===== src/rtl/dot_product_pkg.sv =====
// Shared constants and types for the dot_product engine and its byte-serial feeder.
// Frame layout: six byte slots per vector pair, a1..a3 then b1..b3.
package dot_product_pkg;

    localparam int DP_SLOTS = 6;
    localparam int DP_ELEMS = 3;
    localparam int DP_WIDTH = 8;
    localparam int DP_RES_W = 18;

    typedef logic [DP_ELEMS-1:0][DP_WIDTH-1:0] dp_vec_t;
    typedef logic [2:0]                        dp_slot_t;

    localparam dp_slot_t DP_SLOT_FIRST = 3'd0;
    localparam dp_slot_t DP_SLOT_LAST  = 3'd5;

    function automatic dp_slot_t dp_slot_next(input dp_slot_t s);
        dp_slot_t n;
        if (s == DP_SLOT_LAST) begin
            n = DP_SLOT_FIRST;
        end else begin
            n = s + 3'd1;
        end
        return n;
    endfunction

endpackage


===== src/rtl/dot_product_feeder_result_fifo.sv =====
// Two-entry first-word-fall-through result FIFO with occupancy count,
// plus a checker that flags any push arriving while the FIFO is full.
module dp_result_fifo #(
    parameter int DATA_W = 18
) (
    input  logic              clk,
    input  logic              rst_n,
    input  logic              push,
    input  logic [DATA_W-1:0] push_data,
    input  logic              pop,
    output logic [DATA_W-1:0] head,
    output logic              empty,
    output logic              full,
    output logic [1:0]        count
);

    logic [1:0][DATA_W-1:0] mem_q, mem_d;
    logic                   rd_ptr_q, rd_ptr_d;
    logic                   wr_ptr_q, wr_ptr_d;
    logic [1:0]             count_q, count_d;
    logic                   do_push_s, do_pop_s;

    // Next-state logic: a push into a full FIFO is dropped unless a pop frees a slot.
    always_comb begin
        do_pop_s  = pop && (count_q != 2'd0);
        do_push_s = push && ((count_q != 2'd2) || do_pop_s);
        mem_d     = mem_q;
        rd_ptr_d  = rd_ptr_q;
        wr_ptr_d  = wr_ptr_q;
        if (do_push_s) begin
            mem_d[wr_ptr_q] = push_data;
            wr_ptr_d        = ~wr_ptr_q;
        end else begin
            wr_ptr_d = wr_ptr_q;
        end
        if (do_pop_s) begin
            rd_ptr_d = ~rd_ptr_q;
        end else begin
            rd_ptr_d = rd_ptr_q;
        end
        case ({do_push_s, do_pop_s})
            2'b10:   count_d = count_q + 2'd1;
            2'b01:   count_d = count_q - 2'd1;
            default: count_d = count_q;
        endcase
    end

    // Storage and pointer registers.
    always_ff @(posedge clk or negedge rst_n) begin
        if (!rst_n) begin
            mem_q    <= '0;
            rd_ptr_q <= 1'b0;
            wr_ptr_q <= 1'b0;
            count_q  <= 2'd0;
        end else begin
            mem_q    <= mem_d;
            rd_ptr_q <= rd_ptr_d;
            wr_ptr_q <= wr_ptr_d;
            count_q  <= count_d;
        end
    end

    assign empty = (count_q == 2'd0);
    assign full  = (count_q == 2'd2);
    assign count = count_q;
    assign head  = empty ? '0 : mem_q[rd_ptr_q];

endmodule

module dp_result_fifo_chk (
    input logic clk,
    input logic rst_n,
    input logic push,
    input logic full
);

    // The acceptance credit must leave room for every result the engine returns.
    a_no_push_when_full : assert property (@(posedge clk) disable iff (!rst_n) push |-> !full);

endmodule


===== src/rtl/dot_product_feeder.sv =====
// Serializes vector pairs onto the dot_product engine byte input in fixed
// six-slot frames and returns the engine results through a small FIFO.
module dot_product_feeder
    import dot_product_pkg::*;
#(
    parameter int WIDTH = DP_WIDTH,
    parameter int RES_W = 2 * WIDTH + 2
) (
    input  logic                             clk,
    input  logic                             resetn,
    input  logic                             in_valid,
    output logic                             in_ready,
    input  logic [DP_ELEMS-1:0][WIDTH-1:0]   in_a,
    input  logic [DP_ELEMS-1:0][WIDTH-1:0]   in_b,
    output logic [WIDTH-1:0]                 tx_byte,
    input  logic [RES_W-1:0]                 rx_dout,
    input  logic                             rx_run,
    output logic                             res_valid,
    input  logic                             res_ready,
    output logic [RES_W-1:0]                 res_data
);

    dp_slot_t                          slot_q, slot_d;
    logic [DP_SLOTS-1:0][WIDTH-1:0]    frame_q, frame_d;
    logic                              cur_real_q, cur_real_d;
    logic                              pend_real_q, pend_real_d;

    logic                              credit_ok_s;
    logic                              in_ready_s;
    logic                              accept_s;
    logic                              push_s;
    logic                              pop_s;
    logic [WIDTH-1:0]                  tx_byte_s;
    logic [RES_W-1:0]                  fifo_head_s;
    logic                              fifo_empty_s;
    logic                              fifo_full_s;
    logic [1:0]                        fifo_count_s;

    // A frame still in flight will push later, so it consumes a credit until then.
    assign credit_ok_s = ({1'b0, fifo_count_s} + {2'b00, cur_real_q}) < 3'd2;
    assign in_ready_s  = (slot_q == DP_SLOT_LAST) && credit_ok_s;
    assign accept_s    = in_valid && in_ready_s;
    assign push_s      = (slot_q == DP_SLOT_FIRST) && rx_run && pend_real_q;
    assign pop_s       = res_ready && !fifo_empty_s;

    // Next-state logic: slot advance, frame load at the last slot, real-frame tag pipeline.
    always_comb begin
        slot_d      = dp_slot_next(slot_q);
        frame_d     = frame_q;
        cur_real_d  = cur_real_q;
        pend_real_d = pend_real_q;
        if (slot_q == DP_SLOT_LAST) begin
            pend_real_d = cur_real_q;
            if (accept_s) begin
                for (int i = 0; i < DP_ELEMS; i++) begin
                    frame_d[i]            = in_a[i];
                    frame_d[i + DP_ELEMS] = in_b[i];
                end
                cur_real_d = 1'b1;
            end else begin
                frame_d    = '0;
                cur_real_d = 1'b0;
            end
        end else if (slot_q == DP_SLOT_FIRST) begin
            pend_real_d = 1'b0;
        end else begin
            pend_real_d = pend_real_q;
        end
    end

    // Slot counter, frame bytes and real-frame tags.
    always_ff @(posedge clk or negedge resetn) begin
        if (!resetn) begin
            slot_q      <= DP_SLOT_FIRST;
            frame_q     <= '0;
            cur_real_q  <= 1'b0;
            pend_real_q <= 1'b0;
        end else begin
            slot_q      <= slot_d;
            frame_q     <= frame_d;
            cur_real_q  <= cur_real_d;
            pend_real_q <= pend_real_d;
        end
    end

    // Byte currently presented to the engine.
    always_comb begin
        case (slot_q)
            3'd0:    tx_byte_s = frame_q[0];
            3'd1:    tx_byte_s = frame_q[1];
            3'd2:    tx_byte_s = frame_q[2];
            3'd3:    tx_byte_s = frame_q[3];
            3'd4:    tx_byte_s = frame_q[4];
            3'd5:    tx_byte_s = frame_q[5];
            default: tx_byte_s = '0;
        endcase
    end

    dp_result_fifo #(
        .DATA_W (RES_W)
    ) u_result_fifo (
        .clk       (clk),
        .rst_n     (resetn),
        .push      (push_s),
        .push_data (rx_dout),
        .pop       (pop_s),
        .head      (fifo_head_s),
        .empty     (fifo_empty_s),
        .full      (fifo_full_s),
        .count     (fifo_count_s)
    );

    dp_result_fifo_chk u_result_fifo_chk (
        .clk   (clk),
        .rst_n (resetn),
        .push  (push_s),
        .full  (fifo_full_s)
    );

    assign in_ready  = in_ready_s;
    assign tx_byte   = tx_byte_s;
    assign res_valid = !fifo_empty_s;
    assign res_data  = fifo_head_s;

endmodule

===== config.mk =====
export PLATFORM = sky130hd
export DESIGN_NAME = dot_product_feeder
export DESIGN_NICKNAME = d
export VERILOG_FILES = /design/src/rtl/dot_product_pkg.sv /design/src/rtl/dot_product_feeder_result_fifo.sv /design/src/rtl/dot_product_feeder.sv
export SDC_FILE = /design/constraint.sdc
export NUM_CORES = 1
export LEC_CHECK = 0
export BUFFER_PORTS_ARGS = -buffer_cell sky130_fd_sc_hd__buf_2
export CORE_ASPECT_RATIO = 1.2
export CORE_MARGIN = 5
export CORE_UTILIZATION = 53
export CTS_CLUSTER_DIAMETER = 200
export CTS_CLUSTER_SIZE = 16
export DETAILED_ROUTE_END_ITERATION = 8
export PLACE_DENSITY = 0.81
export SYNTH_ARGS = -nofsm -noshare
export SYNTH_HDL_FRONTEND = slang
export SYNTH_HIERARCHICAL = 1
export SYNTH_SLANG_ARGS = --single-unit

===== constraint.sdc =====
create_clock -name clk -period 2.8 [get_ports clk]
set_input_delay 0.14 -clock clk [delete_from_list [all_inputs] [get_ports clk]]
set_output_delay 0.14 -clock clk [all_outputs]
set_load 0.03 [all_outputs]

Yosys cells after proc, flatten, opt, wreduce, memory -nomap -nowiden
Cells that the tools add are included.
- register bits: 93
- bits in latches: 0
- memory bits (writable): 0
- memory bits (read-only): 0
- input port bits: 71
- output and inout bits: 28
- word-level logic and storage cells: 60
- memories: 0
- add/subtract/negate cells: 4
- multipliers: 0
- div/mod/pow operators: 0
- magnitude comparators: 4
- equality and inequality tests: 8
- shift-type cells: 0
- multiplexer cells: 13
- bitwise logic cells: 2
- reduce and logical (&&, ||, !) cells: 15
- operators by type and width (cell ; number):
    $mux W18 ; 4
    $mux W48 ; 1
    $pmux W8 S6 ; 1
    $bwmux W36 ; 1
    $demux W18 S1 ; 1
    $logic_and A1 B1 Y1 ; 8
    $eq A3 B2 Y1 const B ; 2
    $eq A3 B3 Y1 const B ; 2
    $reduce_bool A2 Y1 ; 3
    $lt A1 B2 Y1 const B ; 2
    $pmux W2 S2 ; 1
    $add A2 B1 Y3 ; 1
    $add A3 B1 Y3 const B ; 1
    $eq A3 B1 Y1 const B ; 1
    $logic_not A3 Y1 ; 1
    $lt A3 B2 Y1 const B ; 1
    $mux W1 ; 3
    $mux W3 ; 1
    $add A2 B1 Y2 const B ; 1
    $eq A2 B1 Y1 const B ; 1
    $eq A2 B2 Y1 const B ; 1
    $logic_not A2 Y1 ; 1
    $ne A2 B2 Y1 const B ; 1
    $not A1 Y1 ; 2
    other kinds (4) ; 4

Logic depth before layout (Yosys ltp)
Gate-level depths: netlist (run 1).
- depth after elaboration: 8
- depth in mapped cells: 10

Cells and area by module
Netlist (run 1), hierarchy kept.
- by module, submodules not included (module ; times used ; cells each ; area each (um2) ; sequential area each (um2)):
    dot_product_feeder ; 1 ; 182 ; 2312.2 ; 1326.3
    dp_result_fifo ; 1 ; 134 ; 1879.3 ; 1001.0

Worst setup path before layout (run 1)
No wires, ideal clock.
- path kind: reg-to-reg
- start point: reg u_result_fifo.count_q[0], in the netlist u_result_fifo/count[0]
- end point: reg u_result_fifo.count_q[1], in the netlist u_result_fifo/count[1]
- library setup time: 0.079 ns
- arrival: 2.115 ns
- data required time: 2.721 ns
- setup slack: 0.606 ns
- stages on the path, launching flop included: 10
- buffers on the path: 2
- period minus slack after synthesis: 2.194 ns
- path through: dfrtp_1 nor2_1 clkbuf_1 buf_2 nor2b_1 nor3b_4 nand2b_1 ha_1 nor2_1 xor2_1
- word-level cells in the longest chain between the ends: 8
- ends and longest elaborated chain (element ; line ; RTL):
    start: declaration ; dot_product_feeder_result_fifo.sv:20 ; logic [1:0] count_q, count_d;
    start signal: assignment ; dot_product_feeder_result_fifo.sv:59 ; count_q <= count_d;
    $logic_not A2 Y1 (*) ; dot_product_feeder_result_fifo.sv:63 ; assign empty = (count_q == 2'd0);
    named net fifo_empty_s ; dot_product_feeder.sv:35 ; logic fifo_empty_s;
    $logic_not A1 Y1 (*) ; dot_product_feeder.sv:44 ; assign pop_s = res_ready && !fifo_empty_s;
    $logic_and A1 B1 Y1 (*) ; dot_product_feeder.sv:44 ;
    named net pop_s ; dot_product_feeder.sv:32 ; logic pop_s;
    $logic_and A1 B1 Y1 (*) ; dot_product_feeder_result_fifo.sv:25 ; do_pop_s = pop && (count_q != 2'd0);
    $logic_or A1 B1 Y1 ; dot_product_feeder_result_fifo.sv:26 ; do_push_s = push && ((count_q != 2'd2) || do_pop_s);
    $logic_and A1 B1 Y1 ; dot_product_feeder_result_fifo.sv:26 ;
    $eq A2 B1 Y1 or $eq A2 B2 Y1 (tied branches) ; dot_product_feeder_result_fifo.sv:41 ; case ({do_push_s, do_pop_s})
    $pmux W2 S2 or $reduce_bool A2 Y1 (tied branches) ; - ;
The timed path passes the listed nets; every way through them passes the cells marked *.
A chain may end at the register's enable or synchronous reset.

Worst setup path after layout (run 1)
- start point: reg slot_q[0]
- end point: out tx_byte[0]
- word-level cells in the longest chain between the ends: 2
- ends and longest elaborated chain (element ; line ; RTL):
    start: declaration ; dot_product_feeder.sv:23 ; dp_slot_t slot_q, slot_d;
    start signal: assignment ; dot_product_feeder.sv:79 ; slot_q <= slot_d;
    $eq A3 B3 Y1 (tied with other cells) ; dot_product_feeder.sv:88 ; case (slot_q)
    $pmux W8 S6 (*) ; dot_product_feeder.sv:88 ;
    end: declaration ; dot_product_feeder.sv:15 ; output logic [WIDTH-1:0] tx_byte,
Every way passes the cells marked *; elsewhere a longest branch is shown, timed or not.

==> results of run 1 <==
[cell usage in the layout (no fill, tap or decap), drive strengths merged]
master and instances:
nor2b 5, and3 3, dfrtp 93, nand2 2
a22o 48, mux2 40, a32oi 1, a222oi 4
nor2 25, a21oi 3, ha 2, o22ai 3
inv 5, clkbuf 10, o211ai 1, a221o 3
o21ai 7, clkinvlp 3, nand3 1, nand2b 2
xnor2 3, bufinv 1, mux2i 24, diode 1
nor4bb 1, a31oi 2, buf 105, and3b 2
or2 1, nor3b 3, xor2 2, a22oi 3
dlygate4sd3 30, a21o 1, and2 1
[registers in the layout, indices dropped and copies added, names as in the netlist]
signal and flops:
frame_q 48, u_result_fifo/mem_q 36, slot_q 3, u_result_fifo/count 2, cur_real_q 1, pend_real_q 1, u_result_fifo/rd_ptr_q 1, u_result_fifo/wr_ptr_q 1
[cell type report]
type / instances / area share [%]
flip-flops and latches: 93 / 45.0
multi-input cells: 193 / 32.5
repair buffers: 135 / 16.3
clock buffers: 10 / 2.47
well taps: 92 / 2.22
clock inverters: 5 / 1.18
inverters: 4 / 0.290
diodes: 1 / 0.0483
[per-layer routing]
layer	up-vias	track usage, %	share of wire (%)
li1	1406	-	-
met1	1462	25.5	42
met2	101	33.4	51
met3	10	3.78	6.7
met4	0	7.02	0.96
met5	-	0	0
[worst max-delay path by stage]
stage	end	slack (ps)	depth (start not counted)
6_report	tx_byte[0]	520	6
4_1_cts	tx_byte[0]	510	6
3_5_place_dp	u_result_fifo/mem_q[25]$_DFFE_PN0P_	790	5
5_1_grt	tx_byte[1]	280	6
3_3_place_gp	u_result_fifo/mem_q[31]$_DFFE_PN0P_	860	5
2_1_floorplan	u_result_fifo/count[1]$_DFFE_PN0P_	610	9
[per-stage QoR]
step	hold slack, ps	cell area [um^2]
finish	-13.2	5180
detailed placement	362	4680
global route	3.61	5170
floorplan	-156	4180
CTS	0.422	5160
global placement	357	4680
[worst max-delay path: cells and delay by family, from the launching register on]
family	cells	cell delay [ps]
AND/OR/NAND/NOR	1	70
buffers and inverters	2	380
AO/OA/AOI/OAI	2	540
adder cells (fa/ha/maj)	1	300
flip-flops	1	500
[power by group through the flow]
stage	clock (mW)	combinational, mW	sequential, mW
3_5_place_dp	0	1.23	1.89
2_1_floorplan	0	0.941	1.81
4_1_cts	0.886	1.26	1.87
5_1_grt	0.952	1.36	1.91
3_3_place_gp	0	1.20	1.88
6_report	0.858	1.26	1.87
[what timing repair did]
item	CTS	global route
buffers inserted	0	0
endpoints found under the hold margin	29	1
hold buffers	29	1
==> run_results.csv, run 1 <==
group,metric,value,unit
grt,overflow,0,
logic_synthesis,synth_area,4180,um^2
floorplan,die-area,9780,um^2
power,power.switching,1.33,mW
setup_path,crit_type,"reg2out",
grt,grt_pass1_vias,3173,
setup_path,cp-end-kind,"output port",
route,vias,2979,
status,failed_checks,"negative hold slack",
route,viasPerCell,5.59,
route,drtAntennaViolNets,0,
placement,port_buffers,98,
setup_path,cp_max_fo,13,
min_path,hold_class,"in2async",
timing,max_freq,439,MHz
setup_path,reg2reg_depth,5,
timing,final.setup_skew,9.83,ps
layout,area_growth,23.7,%
status,outcome,"finished with violations",
power,vdd_drop_max,572,uV
logic_synthesis,avgSynthCellArea,13.3,um^2
clock_tree,h-tree-depth,3,
route,drc,0,
logic_synthesis,yosys_warnings,6,
layout,final_util,67.2,%
grt,antenna_found_initial,0,
timing,setup_slack,523,ps
layout,multiInputGateArea,1680,um^2
timing,rsz0062_at_grt,"false",
grt,grt_pass1_wl,15600,um
layout,drive_gt1_share,37.3,%
power,clockPowerShare,21.5,%
floorplan,coreArea,7710,um^2
setup_path,cp.arrival,2140,ps
timing,setup-tns-final,0,ps
power,power.internal,2.65,mW
setup_path,start_kind,"register",
setup_path,crit_required,2660,ps
timing,finalHoldViolCount,8,
setup_path,reg2reg_from,"slot_q[0]$_DFF_PN0_",
placement,place.gp.congestion,0.838,
timing,worstMarginPinSlew,1140,ps
layout,final-seq-area,2330,um^2
timing,holdWs,-13.2,ps
clock_tree,cts_buffers,9,
power,pwr-share-comb,31.5,%
setup_path,r2r_end,"u_result_fifo/mem_q[27]$_DFFE_PN0P_",
floorplan,rows,35,
floorplan,die_y,107,um
setup_path,cpPeakStageDelay,500,ps
power,netSwitchingFraction,33.4,%
route,dr.pass1.iters,4,
setup_path,crit_slowest_cell,"dfrtp_1",
placement,dp_hpwl,6230,um
layout,fill_cells,580,
route,dr.first_iter.drc_count,121,
power,leakage,2.61,nW
placement,place_ws,795,ps
timing,setup_violations,0,
power,powerDensity,769,nW/um^2
layout,num-nets-final,509,
clock_tree,cts_tree,"yes",
clock_tree,cts.sinks,93,
power,power_frac_seq,46.9,%
floorplan,io_pins,99,
placement,dp.cells,487,
route,wl_per_cell,17.4,um
setup_path,critPathLaunch,"slot_q[0]$_DFF_PN0_",
job,max-cap-violations,0,
grt,grt_use_total,19.8,%
logic_synthesis,netlist_instances,315,
floorplan,initial_core_util,54.3,%
timing,fin_crit_sh,81.3,%
logic_synthesis,synth.net_count,388,
grt,grt_max_degree,94,
clock_tree,cts_buffer_depth,2,
clock_tree,cts_resized,0,
floorplan,die_w,91.1,um
timing,min_period,2280,ps
route,routed_wl,9260,um
clock_tree,clk-insertion-delay-late,350,ps
power,power,3.98,mW
layout,fin_cells,533,
clock_tree,clk_pin_slew_worst_paths,90,ps
clock_tree,cts_root_buffer,"clkbuf_8",
timing,maxSlewViolCount,0,
setup_path,path_cells,"inv_1 -> nor2_1 -> ha_1 -> a222oi_1 -> o21ai_0 -> buf_2",
setup_path,rrSetupSlack,790,ps
timing,slew_headroom,23.8,%
Power figures use the tool's default switching activity.
==> run 2: changes to the inputs <==
==> constraint.sdc (replaced) <==
create_clock -name clk -period 2.1 [get_ports clk]
set_input_delay 0.105 -clock clk [delete_from_list [all_inputs] [get_ports clk]]
set_output_delay 0.105 -clock clk [all_outputs]
set_load 0.03 [all_outputs]
==> run 2 against run 1 <==
The flow now finishes without violations. Critical endpoint is now tx_byte[5]. Largest cell class unchanged. Total power up 37%. First-iteration DRC count is 24% higher. Sequential power up 33%. Setup slack lost 450 ps. Register-to-register slack lost 570 ps. Non-clock buffer count grew 42. Die area is the same. Combinational power increased by 39%.
==> run_results.csv, run 2 (same netlist as run 1, synthesis figures left out) <==
group,metric,value,unit
placement,place.gp.congestion,0.827,
clock_tree,cts_buffer_depth,2,
timing,final.setup_skew,11.3,ps
clock_tree,cts_tree,"yes",
layout,fill_cells,524,
route,drtAntennaViolNets,0,
route,routed_wl,10100,um
setup_path,crit_slowest_cell,"dfrtp_1",
timing,rsz0062_at_grt,"true",
floorplan,die_y,107,um
floorplan,rows,35,
setup_path,cp_max_fo,7,
layout,layout_common_cells,"buf_2, dfrtp_1, dlygate4sd3_1, a22o_1, mux2_2",
layout,largest_reg_flops,48,
route,dr.pass1.iters,4,
grt,antenna_found_initial,1,
grt,grt_max_degree,55,
power,power,5.47,mW
status,outcome,"complete, no violations",
timing,setup_slack,75.6,ps
timing,slew_headroom,55.1,%
power,leakage,2.82,nW
clock_tree,clk-insertion-delay-late,350,ps
route,wl_per_cell,17.6,um
timing,fin_crit_sh,96.4,%
layout,largestRegisters,"frame_q x48, u_result_fifo/mem_q x36, slot_q x3",
timing,finalHoldViolCount,0,
setup_path,cp-end-kind,"output port",
job,max-cap-violations,0,
setup_path,cpPeakStageDelay,430,ps
route,vias,3222,
power,powerDensity,971,nW/um^2
route,viasPerCell,5.60,
clock_tree,cts.sinks,93,
timing,maxSlewViolCount,0,
layout,num-nets-final,551,
layout,diodes,0,
floorplan,die-area,9780,um^2
floorplan,io_pins,99,
grt,grt_pass1_vias,3359,
clock_tree,h-tree-depth,3,
placement,port_buffers,98,
grt,overflow,0,
setup_path,crit_type,"reg2out",
placement,place_ws,245,ps
power,vdd_drop_max,701,uV
grt,grt_use_total,21.3,%
layout,area_growth,34.7,%
floorplan,coreArea,7710,um^2
setup_path,start_kind,"register",
timing,max_freq,494,MHz
clock_tree,clk_pin_slew_worst_paths,90,ps
route,drc,0,
timing,setup_violations,0,
route,dr.first_iter.drc_count,150,
timing,worstMarginPinSlew,673,ps
min_path,hold_class,"in2reg",
setup_path,path_cells,"buf_6 -> mux2_2 -> a222oi_1 -> o21ai_1 -> buf_2",
timing,min_period,2020,ps
placement,dp_hpwl,6350,um
grt,grt_pass1_wl,16700,um
clock_tree,cts_buffers,9,
layout,regMostFlops,"frame_q",
layout,drive_gt1_share,37.1,%
setup_path,crit_required,2000,ps
layout,layout_commonest_cell,"buf_2",
floorplan,die_w,91.1,um
setup_path,cp.arrival,1920,ps
clock_tree,cts_root_buffer,"clkbuf_8",
timing,holdWs,11.2,ps
floorplan,initial_core_util,54.3,%
run 2: final cells by class:
type	count	area, um^2	area share [%]
Tap cell	92	115	2.04
Sequential cell	93	2330	41.3
Multi-Input combinational cell	193	1690	30.0
Inverter	4	15.0	0.266
Timing Repair Buffer	177	1280	22.6
Clock inverter	4	56.3	0.999
Clock buffer	12	155	2.75
run 2: layer usage:
layer | vias to the layer above | wire length (um) | GRT usage [%]
met3 | 10 | 586 | 4.13
li1 | 1490 | - | -
met5 | - | 20 | 0
met4 | 2 | 131 | 7.23
met1 | 1607 | 4180 | 26.3
met2 | 113 | 5220 | 37.4
run 2: final timing paths:
| check | from | cells after the start | slack (ps) | endpoint |
|---|---|---|---|---|
| setup / recovery | slot_q[1]$_DFF_PN0_ | 5 | 80 | tx_byte[5] |
| hold / removal | rx_dout[0] | 2 | 10 | u_result_fifo/mem_q[18]$_DFFE_PN0P_ |
| setup reg to reg | u_result_fifo/count[0]$_DFFE_PN0P_ | 7 | 220 | u_result_fifo/count[1]$_DFFE_PN0P_ |
| hold reg to reg | frame_q[8]$_DFFE_PN0N_ | 1 | 510 | frame_q[8]$_DFFE_PN0N_ |
| max in group asynchronous | resetn | 3 | 1110 | slot_q[0]$_DFF_PN0_ |
| min in group asynchronous | resetn | 2 | 340 | u_result_fifo/mem_q[23]$_DFFE_PN0P_ |
run 2: power by group:
| part | internal (mW) | total (mW) | switching (mW) |
|---|---|---|---|
| registers | 2.20 | 2.49 | 0.289 |
| clock network | 0.623 | 1.24 | 0.613 |
| logic | 0.835 | 1.75 | 0.910 |
run 2: per-stage QoR:
stage	util [%]	cells	setup TNS, ps	instance area, um^2
3_3_place_gp	61.5	491	0	4740
3_5_place_dp	61.5	491	0	4740
6_report	73.1	575	0	5640
5_1_grt	73.1	575	-21.2	5640
2_1_floorplan	-	315	0	4190
4_1_cts	72.6	571	0	5600
run 2: critical path: cells and delay by family (launching register included):
family | cells | cell delay, ps
compound gates | 2 | 460
buf+inv | 2 | 360
mux | 1 | 340
flops | 1 | 430
run 2: repair_timing:
| item | 4_1_cts | 5_1_grt |
|---|---|---|
| hold buffers | 62 | 1 |
| pin swaps | 0 | 2 |
| setup endpoints to repair | 5 | 5 |
| resized for setup | 3 | 10 |
| endpoints found under the hold margin | 121 | 1 |
| cloned | 0 | 1 |
| buffers inserted | 2 | 2 |
==> run 3: changes to the inputs <==
--- a/config.mk
+++ b/config.mk
@@ -8,11 +8,12 @@
 export BUFFER_PORTS_ARGS = -buffer_cell sky130_fd_sc_hd__buf_2
 export CORE_ASPECT_RATIO = 1.2
 export CORE_MARGIN = 5
-export CORE_UTILIZATION = 53
+export CORE_UTILIZATION = 56
+export CTS_BUF_LIST = sky130_fd_sc_hd__clkbuf_4
 export CTS_CLUSTER_DIAMETER = 200
 export CTS_CLUSTER_SIZE = 16
 export DETAILED_ROUTE_END_ITERATION = 8
-export PLACE_DENSITY = 0.81
+export PLACE_DENSITY = 0.85
 export SYNTH_ARGS = -nofsm -noshare
 export SYNTH_HDL_FRONTEND = slang
 export SYNTH_HIERARCHICAL = 1
==> run 3 against run 2 <==
Flip-flop and latch count is the same. Setup slack lost 30 ps. Register-to-register slack lost 110 ps. Critical path type unchanged. Largest cell class unchanged. Largest power group unchanged.
==> run_results.csv, run 3 (same netlist as run 1, synthesis figures left out) <==
group,metric,value,unit
status,outcome,"complete, no violations",
layout,regMostFlops,"frame_q",
clock_tree,clk-insertion-delay-late,420,ps
timing,holdWs,199,ps
timing,worstMarginPinSlew,607,ps
timing,fin_crit_sh,97.8,%
min_path,hold_path_depth,4,
floorplan,initial_core_util,57.5,%
setup_path,critPathTopFamily,"compound AO/OA/AOI/OAI gates",
layout,layout_commonest_cell,"dfrtp_1",
grt,antenna_found_initial,0,
grt,overflow,0,
grt,grt_pass1_wl,16500,um
power,leakage,2.85,nW
floorplan,io_pins,99,
route,viasPerCell,5.60,
power,vdd_drop_max,599,uV
grt,grt_use_total,22.5,%
layout,drive_gt1_share,37.6,%
timing,max_freq,487,MHz
route,vias,3258,
clock_tree,cts_buffers,9,
setup_path,path_cells,"buf_6 -> mux2_4 -> a222oi_1 -> o21ai_1 -> buf_4",
grt,grt_max_degree,50,
route,wl_per_cell,17.6,um
route,dr.first_iter.drc_count,109,
setup_path,crit_required,2000,ps
placement,port_buffers,98,
layout,fill_cells,419,
route,routed_wl,10300,um
timing,finalHoldViolCount,0,
clock_tree,cts.sinks,93,
job,max-cap-violations,0,
setup_path,cp.depth,5,
timing,min_period,2050,ps
power,powerDensity,935,nW/um^2
clock_tree,clk_pin_slew_worst_paths,130,ps
layout,largestRegisters,"frame_q x48, u_result_fifo/mem_q x36, slot_q x3",
placement,dp_hpwl,6510,um
route,dr.pass1.iters,4,
floorplan,die_y,105,um
floorplan,die-area,9310,um^2
timing,final.setup_skew,18.0,ps
clock_tree,cts_root_buffer,"clkbuf_4",
setup_path,cp_num_buf_inv,2,
timing,rsz0062_at_grt,"true",
setup_path,cp_max_fo,6,
setup_path,start_kind,"register",
setup_path,cp-end-kind,"output port",
timing,setup_violations,0,
floorplan,die_w,88.9,um
floorplan,rows,34,
layout,num-nets-final,560,
setup_path,cpPeakStageDelay,450,ps
clock_tree,cts_buffer_depth,2,
grt,grt_pass1_vias,3522,
layout,diodes,0,
min_path,hold_class,"in2reg",
setup_path,reg2reg_depth,6,
clock_tree,cts_tree,"yes",
setup_path,crit_slowest_cell,"dfrtp_1",
floorplan,coreArea,7270,um^2
clock_tree,h-tree-depth,3,
timing,slew_headroom,59.5,%
placement,place.gp.congestion,0.814,
route,drc,0,
power,power,5.35,mW
layout,layout_common_cells,"dfrtp_1, buf_2, dlygate4sd3_1, a22o_1, mux2_2",
setup_path,cp.arrival,1950,ps
timing,maxSlewViolCount,0,
layout,area_growth,36.6,%
layout,largest_reg_flops,48,
setup_path,crit_type,"reg2out",
route,drtAntennaViolNets,0,
## run 3: cell count changes in the layout (fill, tap and decap cells not counted), sizes merged
cell         delta
dlygate4sd3     +4
buf             +4
clkinvlp        +1
inv             +1
bufinv          +1
clkbuf          -2
## run 3: what timing repair did
item | 4_1_cts | 5_1_grt
endpoints found under the setup margin | 8 | 7
setup buffers | 4 | 4
resized for setup | 13 | 12
hold endpoints to repair | 131 | 0
hold buffers | 67 | 0
pin swaps | 1 | 4
## run 3: final timing paths
kind | start | endpoint | slack (ps)
max in group asynchronous | resetn | slot_q[0]$_DFF_PN0_ | 1220
worst max register to register | slot_q[0]$_DFF_PN0_ | u_result_fifo/mem_q[0]$_DFFE_PN0P_ | 110
worst min-delay path | rx_run | u_result_fifo/wr_ptr_q$_DFFE_PN0P_ | 200
worst max-delay path | slot_q[1]$_DFF_PN0_ | tx_byte[4] | 50
worst min register to register | u_result_fifo/rd_ptr_q$_DFFE_PN0P_ | u_result_fifo/rd_ptr_q$_DFFE_PN0P_ | 480
min in group asynchronous | resetn | u_result_fifo/mem_q[7]$_DFFE_PN0P_ | 210
## run 3: where the power goes
group | switching, mW | internal, mW | leakage (nW) | total [mW]
clock | 0.580 | 0.488 | 0.0842 | 1.07
sequential | 0.279 | 2.20 | 1.24 | 2.48
combinational | 0.944 | 0.857 | 1.53 | 1.80
total | 1.80 | 3.54 | 2.85 | 5.35
## run 3: layout make-up
| type | count | area, um^2 | area share, % |
|---|---|---|---|
| multi-input combinational | 193 | 1700 | 29.8 |
| clock inverter | 7 | 97.6 | 1.71 |
| sequential | 93 | 2330 | 40.7 |
| tap | 90 | 113 | 1.97 |
| clock buffer | 9 | 67.6 | 1.18 |
| inverter | 4 | 17.5 | 0.306 |
| timing repair buffer | 186 | 1390 | 24.3 |
## run 3: worst reg2reg max path, stage by stage, from the launching register on
cell and delay [ps]:
dfrtp_2 480, buf_4 160, nor2_1 190, and3_1 250
nor3b_4 240, buf_12 210, mux2_2 360
## run 3: through the flow
| stage | setup WS (ps) | util [%] | setup TNS [ps] | cells | cell area, um^2 |
|---|---|---|---|---|---|
| after floorplan | 26.7 | - | 0 | 315 | 4190 |
| final | 45.3 | 78.6 | 0 | 582 | 5720 |
| after global routing | -119 | 78.6 | -288 | 582 | 5720 |
| after detailed placement | 258 | 65.5 | 0 | 491 | 4760 |
| after CTS | 10.2 | 77.9 | 0 | 578 | 5670 |
| after global placement | 344 | 65.5 | 0 | 491 | 4760 |
## run 3: metal layers
metal / track usage, % / vias to the layer above / routed length [um] / part of all wire, %
met1: 26.3 / 1614 / 3990 / 39
li1: - / 1510 / - / -
met2: 39.9 / 122 / 5420 / 53
met3: 4.41 / 12 / 690 / 6.7
met5: 0 / - / 0 / 0
met4: 8.42 / 0 / 145 / 1.4
